### config.mk
export PLATFORM = sky130hd
export DESIGN_NAME = fetch_queue_unit
export DESIGN_NICKNAME = d
export VERILOG_FILES = /design/src/rtl/cpu_types_pkg.sv /design/src/rtl/sync_fifo.sv /design/src/rtl/fetch_queue_unit.sv
export SDC_FILE = /design/constraint.sdc
export NUM_CORES = 1
export LEC_CHECK = 0
export CAP_MARGIN = 5
export CORE_ASPECT_RATIO = 0.9
export CORE_MARGIN = 4
export CORE_UTILIZATION = 53
export CTS_CLUSTER_DIAMETER = 120
export CTS_CLUSTER_SIZE = 12
export DETAILED_ROUTE_END_ITERATION = 6
export PLACE_DENSITY = 0.89
export SLEW_MARGIN = 20
export SYNTH_ARGS = -nofsm -noshare
export SYNTH_HDL_FRONTEND = slang
export SYNTH_SLANG_ARGS = --single-unit
### constraint.sdc
create_clock -name CLK -period 3.5 [get_ports CLK]
set_input_delay 0.35 -clock CLK [delete_from_list [all_inputs] [get_ports CLK]]
set_output_delay 0.35 -clock CLK [all_outputs]
set_load 0.005 [all_outputs]
### src/rtl/cpu_types_pkg.sv
// Shared CPU front-end types: fetch FSM states, queue entry layout, PC alignment.
package cpu_types_pkg;

  typedef logic [31:0] word_t;

  // Fetch unit runs until a halt instruction is accepted, then parks in HALTED.
  typedef enum logic {
    FETCH  = 1'b0,
    HALTED = 1'b1
  } fetch_state_t;

  // One prefetch queue entry; instr occupies the upper half when packed.
  typedef struct packed {
    word_t instr;
    word_t pc;
  } fetch_entry_t;

  // Clears the two byte-offset bits so redirect targets land on a word.
  localparam word_t PC_ALIGN_MASK = 32'hFFFF_FFFC;

  function automatic word_t align_pc(word_t addr);
    return addr & PC_ALIGN_MASK;
  endfunction

endpackage

### src/rtl/sync_fifo.sv
// Circular buffer with push/pop/flush, occupancy count and combinational head read.
module sync_fifo #(
  parameter int WIDTH = 64,
  parameter int DEPTH = 4
) (
  input  logic                       clk,
  input  logic                       srst,
  input  logic                       push,
  input  logic                       pop,
  input  logic                       flush,
  input  logic [WIDTH-1:0]           wdata,
  output logic [WIDTH-1:0]           rdata,
  output logic [$clog2(DEPTH+1)-1:0] count
);

  localparam int PTR_W = $clog2(DEPTH);
  localparam int CNT_W = $clog2(DEPTH+1);
  localparam logic [CNT_W-1:0] FULL_CNT = CNT_W'(DEPTH);

  logic [WIDTH-1:0] mem [DEPTH];
  logic [PTR_W-1:0] wr_ptr_reg, wr_ptr_next;
  logic [PTR_W-1:0] rd_ptr_reg, rd_ptr_next;
  logic [CNT_W-1:0] count_reg, count_next;
  logic             do_push;
  logic             do_pop;

  // Guard against overflow/underflow; flush overrides both operations.
  always_comb begin
    do_push     = push && (count_reg != FULL_CNT) && !flush;
    do_pop      = pop && (count_reg != '0) && !flush;
    wr_ptr_next = wr_ptr_reg;
    rd_ptr_next = rd_ptr_reg;
    count_next  = count_reg;
    if (flush) begin
      wr_ptr_next = '0;
      rd_ptr_next = '0;
      count_next  = '0;
    end else begin
      // DEPTH is a power of two, so pointers wrap by natural overflow.
      if (do_push) wr_ptr_next = wr_ptr_reg + PTR_W'(1);
      if (do_pop)  rd_ptr_next = rd_ptr_reg + PTR_W'(1);
      if (do_push && !do_pop)      count_next = count_reg + CNT_W'(1);
      else if (do_pop && !do_push) count_next = count_reg - CNT_W'(1);
    end
  end

  // Pointer and occupancy registers.
  always_ff @(posedge clk) begin
    if (srst) begin
      wr_ptr_reg <= '0;
      rd_ptr_reg <= '0;
      count_reg  <= '0;
    end else begin
      wr_ptr_reg <= wr_ptr_next;
      rd_ptr_reg <= rd_ptr_next;
      count_reg  <= count_next;
    end
  end

  // Storage array; left unreset since only counted entries are ever observed.
  always_ff @(posedge clk) begin
    if (do_push) mem[wr_ptr_reg] <= wdata;
  end

  assign rdata = mem[rd_ptr_reg];
  assign count = count_reg;

endmodule

### src/rtl/fetch_queue_unit.sv
// Instruction-fetch front end: sequential PC, imem read issue, prefetch queue,
// redirect with flush, and a terminal halt state.
module fetch_queue_unit
  import cpu_types_pkg::*;
#(
  parameter int                WORD_W  = 32,
  parameter logic [WORD_W-1:0] PC_INIT = '0,
  parameter int                DEPTH   = 4,
  parameter int                PC_INC  = 4
) (
  input  logic                       CLK,
  input  logic                       RST,
  output logic                       imemREN,
  output logic [WORD_W-1:0]          imemaddr,
  input  logic [WORD_W-1:0]          imemload,
  input  logic                       ihit,
  input  logic                       redirect,
  input  logic [WORD_W-1:0]          redirect_pc,
  input  logic                       halt_req,
  output logic                       instr_valid,
  input  logic                       instr_ready,
  output logic [WORD_W-1:0]          instr,
  output logic [WORD_W-1:0]          instr_pc,
  output logic [WORD_W-1:0]          instr_npc,
  output logic [$clog2(DEPTH+1)-1:0] count,
  output logic                       halt
);

  localparam int                CNT_W      = $clog2(DEPTH+1);
  localparam logic [CNT_W-1:0]  FULL_CNT   = CNT_W'(DEPTH);
  localparam logic [WORD_W-1:0] INC        = WORD_W'(PC_INC);
  localparam logic [WORD_W-1:0] ALIGN_MASK = {{(WORD_W-2){1'b1}}, 2'b00};

  fetch_state_t        state_reg, state_next;
  logic [WORD_W-1:0]   fpc_reg, fpc_next;
  logic                halt_reg, halt_next;
  logic                push;
  logic                pop;
  logic                flush;
  logic [2*WORD_W-1:0] wr_entry;
  logic [2*WORD_W-1:0] head_entry;
  logic [CNT_W-1:0]    fifo_count;

  // Entry layout mirrors fetch_entry_t: instruction word above its address.
  assign wr_entry = {imemload, fpc_reg};

  sync_fifo #(
    .WIDTH (2*WORD_W),
    .DEPTH (DEPTH)
  ) u_queue (
    .clk   (CLK),
    .srst  (RST),
    .push  (push),
    .pop   (pop),
    .flush (flush),
    .wdata (wr_entry),
    .rdata (head_entry),
    .count (fifo_count)
  );

  // Next-state, fetch PC update and handshake decode; halt beats redirect,
  // redirect beats any hit or pop in the same cycle.
  always_comb begin
    state_next  = state_reg;
    fpc_next    = fpc_reg;
    halt_next   = halt_reg;
    flush       = 1'b0;
    imemREN     = (state_reg == FETCH) && (fifo_count != FULL_CNT) && !redirect;
    instr_valid = (state_reg == FETCH) && (fifo_count != '0);
    push        = imemREN && ihit && !halt_req;
    pop         = instr_valid && instr_ready && !redirect && !halt_req;
    case (state_reg)
      FETCH: begin
        if (halt_req) begin
          state_next = HALTED;
          halt_next  = 1'b1;
          flush      = 1'b1;
        end else if (redirect) begin
          flush    = 1'b1;
          fpc_next = redirect_pc & ALIGN_MASK;
        end else if (push) begin
          fpc_next = fpc_reg + INC;
        end
      end
      HALTED: begin
        state_next = HALTED;
      end
      default: begin
        state_next = FETCH;
      end
    endcase
  end

  // State, fetch PC and sticky halt registers.
  always_ff @(posedge CLK) begin
    if (RST) begin
      state_reg <= FETCH;
      fpc_reg   <= PC_INIT;
      halt_reg  <= 1'b0;
    end else begin
      state_reg <= state_next;
      fpc_reg   <= fpc_next;
      halt_reg  <= halt_next;
    end
  end

  assign imemaddr  = fpc_reg;
  assign count     = fifo_count;
  assign halt      = halt_reg;
  assign instr     = head_entry[2*WORD_W-1:WORD_W];
  assign instr_pc  = head_entry[WORD_W-1:0];
  assign instr_npc = instr_pc + INC;

endmodule

# Word-level counts from Yosys, hierarchy flattened

Memory sizes are Yosys's and may differ from the RTL's. A register that Yosys moved wholly into a read port is not among the register bits.
Index checks and enable logic that the tools add are counted.

Flip-flop bits (word level): 41
Bits in latches: 0
Bits in writable memories: 256
ROM bits: 0
Input port bits: 70
Output and inout bits: 134
Logic and storage cells: 54
Memories: 1

$add $sub $neg: 6
Multipliers: 0
Divide/modulo/power cells: 0
$lt $le $gt $ge: 0
Eq/ne operators: 1
Shift-type cells: 0
Muxes and demuxes: 13
Bitwise logic cells: 2
Reduce and logical (&&, ||, !) cells: 25

Memories:

| memory      | words | bits a word | read ports | clocked after memory_dff | write ports | RTL line        | source |
|---|---|---|---|---|---|---|---|
| u_queue.mem | 4     | 64          | 1          | 1                        | 1           | sync_fifo.sv:20 | `logic [WIDTH-1:0] mem [DEPTH];` |

Operators by type and width:

| operator                                                            | count |
|---|---|
| 32-bit by 3-bit adder with 32-bit output (second input constant)    | 2 |
| 32-bit 2-to-1 mux                                                   | 2 |
| 1-bit logical AND                                                   | 14 |
| 1-bit 2-to-1 mux                                                    | 6 |
| 3-bit 2-to-1 mux                                                    | 2 |
| 1-bit zero test                                                     | 5 |
| 2-bit by 1-bit adder with 2-bit output (second input constant)      | 2 |
| 2-bit 2-to-1 mux                                                    | 2 |
| 2-bit nonzero test                                                  | 2 |
| 3-bit by 1-bit adder with 3-bit output (second input constant)      | 1 |
| 3-bit != test (second input constant)                               | 1 |
| 3-bit AND reduction                                                 | 1 |
| 3-bit nonzero test                                                  | 1 |
| 3-bit by 1-bit subtractor with 3-bit output (second input constant) | 1 |
| 1-bit NOT                                                           | 2 |
| 1-bit one-hot mux with 2 select lines                               | 1 |
| 2-bit AND reduction                                                 | 1 |
| 2-bit OR reduction                                                  | 1 |

# Depth between registers and ports, before layout

Word-level depth: 11
Gate-level depth with buffers: 9

# Modules after synthesis

From an unflattened synthesis, not the netlist that was laid out.

Cell total of the unflattened synthesis: 748
Area total of the unflattened synthesis: 12320.6 um2

Modules (own cells, without submodules):

| module           | times used | cells an instance | area each (um2) | sequential area each (um2) |
|---|---|---|---|---|
| sync_fifo        | 1          | 387               | 9719.3          | 7867.5 |
| fetch_queue_unit | 1          | 361               | 2601.2          | 640.6 |

# Worst setup path after synthesis

OpenSTA, ideal clock, no wires.

Path kind: input to register
Start point: input halt_req
End point: memory u_queue.mem[1][10] (enable)
Library setup time: 426 ps
Arrival time: 2571 ps
Data required time: 3074 ps
Setup slack: 503 ps
Cell stages on the path: 4
Buffers on the path: 1
Path through: nor2_1 and4_1 clkbuf_1 and2_1

Longest elaborated chain between the ends: 6
Elaborated cells on any way between the ends: 9

Ends and longest elaborated chain:

| element                                                      | RTL line                                       | source |
|---|---|---|
| start, declared                                              | fetch_queue_unit.sv:19                         | `input logic halt_req,` |
| 1-bit 2-to-1 mux / 1-bit zero test (equally long branches)   | fetch_queue_unit.sv:74, fetch_queue_unit.sv:70 |  |
| 1-bit 2-to-1 mux / 1-bit logical AND (equally long branches) | fetch_queue_unit.sv:72, fetch_queue_unit.sv:70 |  |
| 1-bit zero test / 1-bit logical AND (equally long branches)  | sync_fifo.sv:29                                | `do_push = push && (count_reg != FULL_CNT) && !flush;` |
| 1-bit logical AND (*)                                        | sync_fifo.sv:29                                |  |
| via u_queue.do_push                                          | sync_fifo.sv:24                                | `logic do_push;` |
| 1-bit 2-to-1 mux (*)                                         | sync_fifo.sv:62                                | `if (do_push) mem[wr_ptr_reg] <= wdata;` |
| 1-bit 2-to-1 mux (not written as such) (*)                   | sync_fifo.sv:62                                |  |
| end, declared                                                | sync_fifo.sv:20                                |  |

Mark *: on every way through the listed nets, which the timed path passes. The rest lies on a longest branch.

==> results.json <==
{
  "max_slew.worst_pin.slew_ns": 0.8335,
  "p_leak_nw": 4.959,
  "yosys.area_share.adder": 0.008956,
  "ios": 204,
  "hold_path_depth": 3,
  "finClkSkew_ns": 0.01987,
  "die_width_um": 166.7,
  "synth_top_family_by_area": "multiplexers",
  "slowest_stage": "clkdlybuf4s50_1",
  "synth_flop_cell": "edfxtp_1",
  "synth_edf_count": 248,
  "worstSetupPathType": "flip-flop to primary output",
  "path_clk_slew_ns": 0.06,
  "wirelength_um": 27780,
  "nets": 1035,
  "synthArstFlopShare": 0,
  "row_count": 51,
  "muxShareOfSynthArea": 0.1218,
  "p_total_mw": 6.849,
  "use_met1": 0.3104,
  "maxSlewHeadroom": 0.4392,
  "path_buf_inv": 3,
  "grt_start_max_net_pins": 57,
  "grt_use_met3": 0.04306,
  "synth_xor_area_frac": 0.02406,
  "hpwl_um": 18050,
  "grt_pass1_vias": 7471,
  "fp.dieArea_um2": 25140,
  "seq_area_frac_synth": 0.6882,
  "status": "complete, no violations",
  "grt_most_used_layer": "met2",
  "hold-worst-slack_ns": 0.4271,
  "drv_slew": 0,
  "cts_tree": "built",
  "finalCritPeriodShare": 0.9640,
  "ant_nets": 0,
  "start_kind": "flip-flop",
  "vias": 7564,
  "ir_worst_vdd_mv": 0.3385,
  "area_growth_pct": 27.85,
  "synthSimpleGateAreaFrac": 0.07790,
  "grt_use_met2": 0.3494,
  "start_util": 0.5473,
  "first_pass_iters": 5,
  "first_iter_violations": 677,
  "ys_warn_count": 0,
  "grt-ovfl-total": 0,
  "synth_compound_area_frac": 0.05582,
  "setup_viol": 0,
  "cp_num_cells": 8,
  "clk_latency_ns": 0.53,
  "critical_path.top_delay_family": "buffers and inverters",
  "pre_cts_ws_ns": 0.1809,
  "holdBufCountCts": 0,
  "hold_viol": 0,
  "ys_seq_elements": 289,
  "min_path_type": "input port to flip-flop",
  "p_per_area_nw_per_um2": 445.9,
  "drv_cap": 0,
  "clockBufferDepth": 3,
  "synth_cells": 729,
  "synth_area_um2": 12010,
  "worstPathMaxFanout": 9,
  "cts-root-buf": "clkbuf_16",
  "setup_ws_ns": 0.1261,
  "critical_path.endpoint_type": "primary output",
  "cts_buffers": 28,
  "layout-drive-gt1-share": 0.1593,
  "fp.coreArea_um2": 21950,
  "antenna_found_initial": 0,
  "grt_pass1_wl_um": 42630,
  "syn_avg_cell_area_um2": 16.48,
  "htreeDepth": 1,
  "arrival_ns": 3.02,
  "dieHeight_um": 150.8,
  "grtUsageTotal": 0.2169,
  "max_freq_mhz": 296.4,
  "rsz0062_at_grt": "yes",
  "fillCellCount": 1433,
  "critPathRequiredTime_ns": 3.15,
  "rr_worst_depth": 8,
  "cp_common_cell": "buf_12",
  "port_buffers": 195,
  "avgRoutedWirePerCell_um": 22.08,
  "period_needed_ns": 3.374,
  "gp_congestion": 0.8232,
  "slowest_delay_ns": 0.53,
  "ys_types": 52,
  "viasPerCell": 6.013,
  "largest_reg_flops": 248,
  "diodes": 0,
  "drcViolationCount": 0,
  "path_cells": "buf_12 -> mux4_2 -> nand4_4 -> nor4_4 -> buf_12 -> nand4_1 -> xnor2_1 -> clkdlybuf4s50_1",
  "clkSinkCount": 289
}
==> layout by cell type, fill, tap and decap left out, types with 4 or more instances in the layout <==
cell             netlist  routed
edfxtp_1             248     248
clkdlybuf4s50_1        0     191
mux4_2                52      61
dfxtp_1               41      39
nand2_1               34      34
nor2_1                34      33
a21oi_1               31      31
clkbuf_16              0      29
buf_4                  7      28
o21ai_0               27      27
nand3_1               27      26
xnor2_1               23      23
nand4_1               18      18
inv_1                 14      14
a211oi_1              13      13
xor2_1                10      10
clkbuf_1              22      10
and3_1                10       9
buf_12                 1       9
and4_1                 8       8
o31ai_1                8       8
and2_1                11       7
ha_1                   7       6
conb_1                 1       6
nor3_1                 8       5
or3_1                  5       5
and2_4                 0       4
or4_1                  4       4
a31oi_1                4       4
o22ai_1                4       4
dlymetal6s2s_1         0       4
==> power breakdown <==
part           internal, mW  leakage, nW  switching (mW)  total, mW
combinational         0.210         2.00           0.164      0.373
clock                  1.50        0.375            1.14       2.64
sequential             3.78         2.59          0.0621       3.84
total                  5.48         4.96            1.37       6.85
==> repair_timing <==
item / in CTS / in global routing
pin swaps: 2 / 7
buffers inserted: 5 / 12
resized for setup: 19 / 13
cloned: 0 / 0
setup endpoints to repair: 19 / 18
==> through the flow <==
step | std cells | TNS, ns | cell area [um^2] | utilization
floorplan | 734 | 0 | 12030 | -
global placement | 1201 | 0 | 14360 | 0.6542
detailed placement | 1201 | 0 | 14360 | 0.6542
CTS | 1246 | 0 | 15240 | 0.6942
global route | 1258 | -0.01679 | 15360 | 0.6997
finish | 1258 | 0 | 15360 | 0.6997
==> worst reg2reg max path: cells and delay by family (launching register included) <==
family	cells	cell delay, ns
simple gates	3	1.05
fa+ha+maj	2	0.63
flops	1	0.35
xor+xnor	1	0.16
compound gates	1	0.14
buf+inv	1	0.06
==> cells in the mapped netlist (8+ instances only) <==
| cell | n | area, um^2 |
|---|---|---|
| a211oi_1 | 13 | 97.59 |
| a21oi_1 | 31 | 155.2 |
| and2_1 | 11 | 68.82 |
| and3_1 | 10 | 62.56 |
| and4_1 | 8 | 70.07 |
| buf_2 | 9 | 45.04 |
| clkbuf_1 | 22 | 82.58 |
| dfxtp_1 | 41 | 820.8 |
| edfxtp_1 | 248 | 7447 |
| inv_1 | 14 | 52.55 |
| mux4_1 | 10 | 262.8 |
| mux4_2 | 52 | 1171 |
| nand2_1 | 34 | 127.6 |
| nand3_1 | 27 | 135.1 |
| nand4_1 | 18 | 112.6 |
| nor2_1 | 34 | 127.6 |
| nor3_1 | 8 | 40.04 |
| o21ai_0 | 27 | 135.1 |
| o31ai_1 | 8 | 60.06 |
| xnor2_1 | 23 | 201.4 |
| xor2_1 | 10 | 87.58 |
==> path summary, 6_finish.rpt <==
path / from / to / slack, ns
worst max-delay path: flip-flop / instr_npc[30] / 0.13
worst min-delay path: redirect_pc[2] / imemaddr[2]$_SDFFE_PP0P_ / 0.43
worst max register to register: state_reg$_SDFF_PP0_ / u_queue.count[2]$_SDFFE_PP0P_ / 1.03
worst min register to register: halt$_SDFFE_PP0P_ / halt$_SDFFE_PP0P_ / 0.48
==> cell type report <==
cell class,count,area (um^2),share of cell area
Multi-Input combinational cell,390,3518,0.2291
Inverter,14,52.55,0.003421
Clock inverter,1,11.26,0.0007331
Timing Repair Buffer,234,2375,0.1546
Clock buffer,39,763.2,0.04969
Sequential cell,289,8275,0.5388
Tap cell,291,364.1,0.02370
==> routing by layer <==
layer,vias to the layer above,part of all wire
li1,3355,-
met1,3768,0.41
met2,394,0.47
met3,47,0.086
met4,0,0.025
met5,-,0
==> cell families (layout without fill, tap and decap cells) <==
| logic type | count (synthesis) | count (layout) |
|---|---|---|
| DFF | 289 | 289 |
| and+or+nand+nor | 171 | 171 |
| AOI/OAI and AO/OA | 107 | 107 |
| buffers and inverters | 55 | 288 |
| xor gates and xnor gates | 33 | 33 |
| adders and majority gates | 8 | 8 |
| muxes | 65 | 65 |
| other | 1 | 6 |
Note: power is estimated with default switching activity, not from simulation.
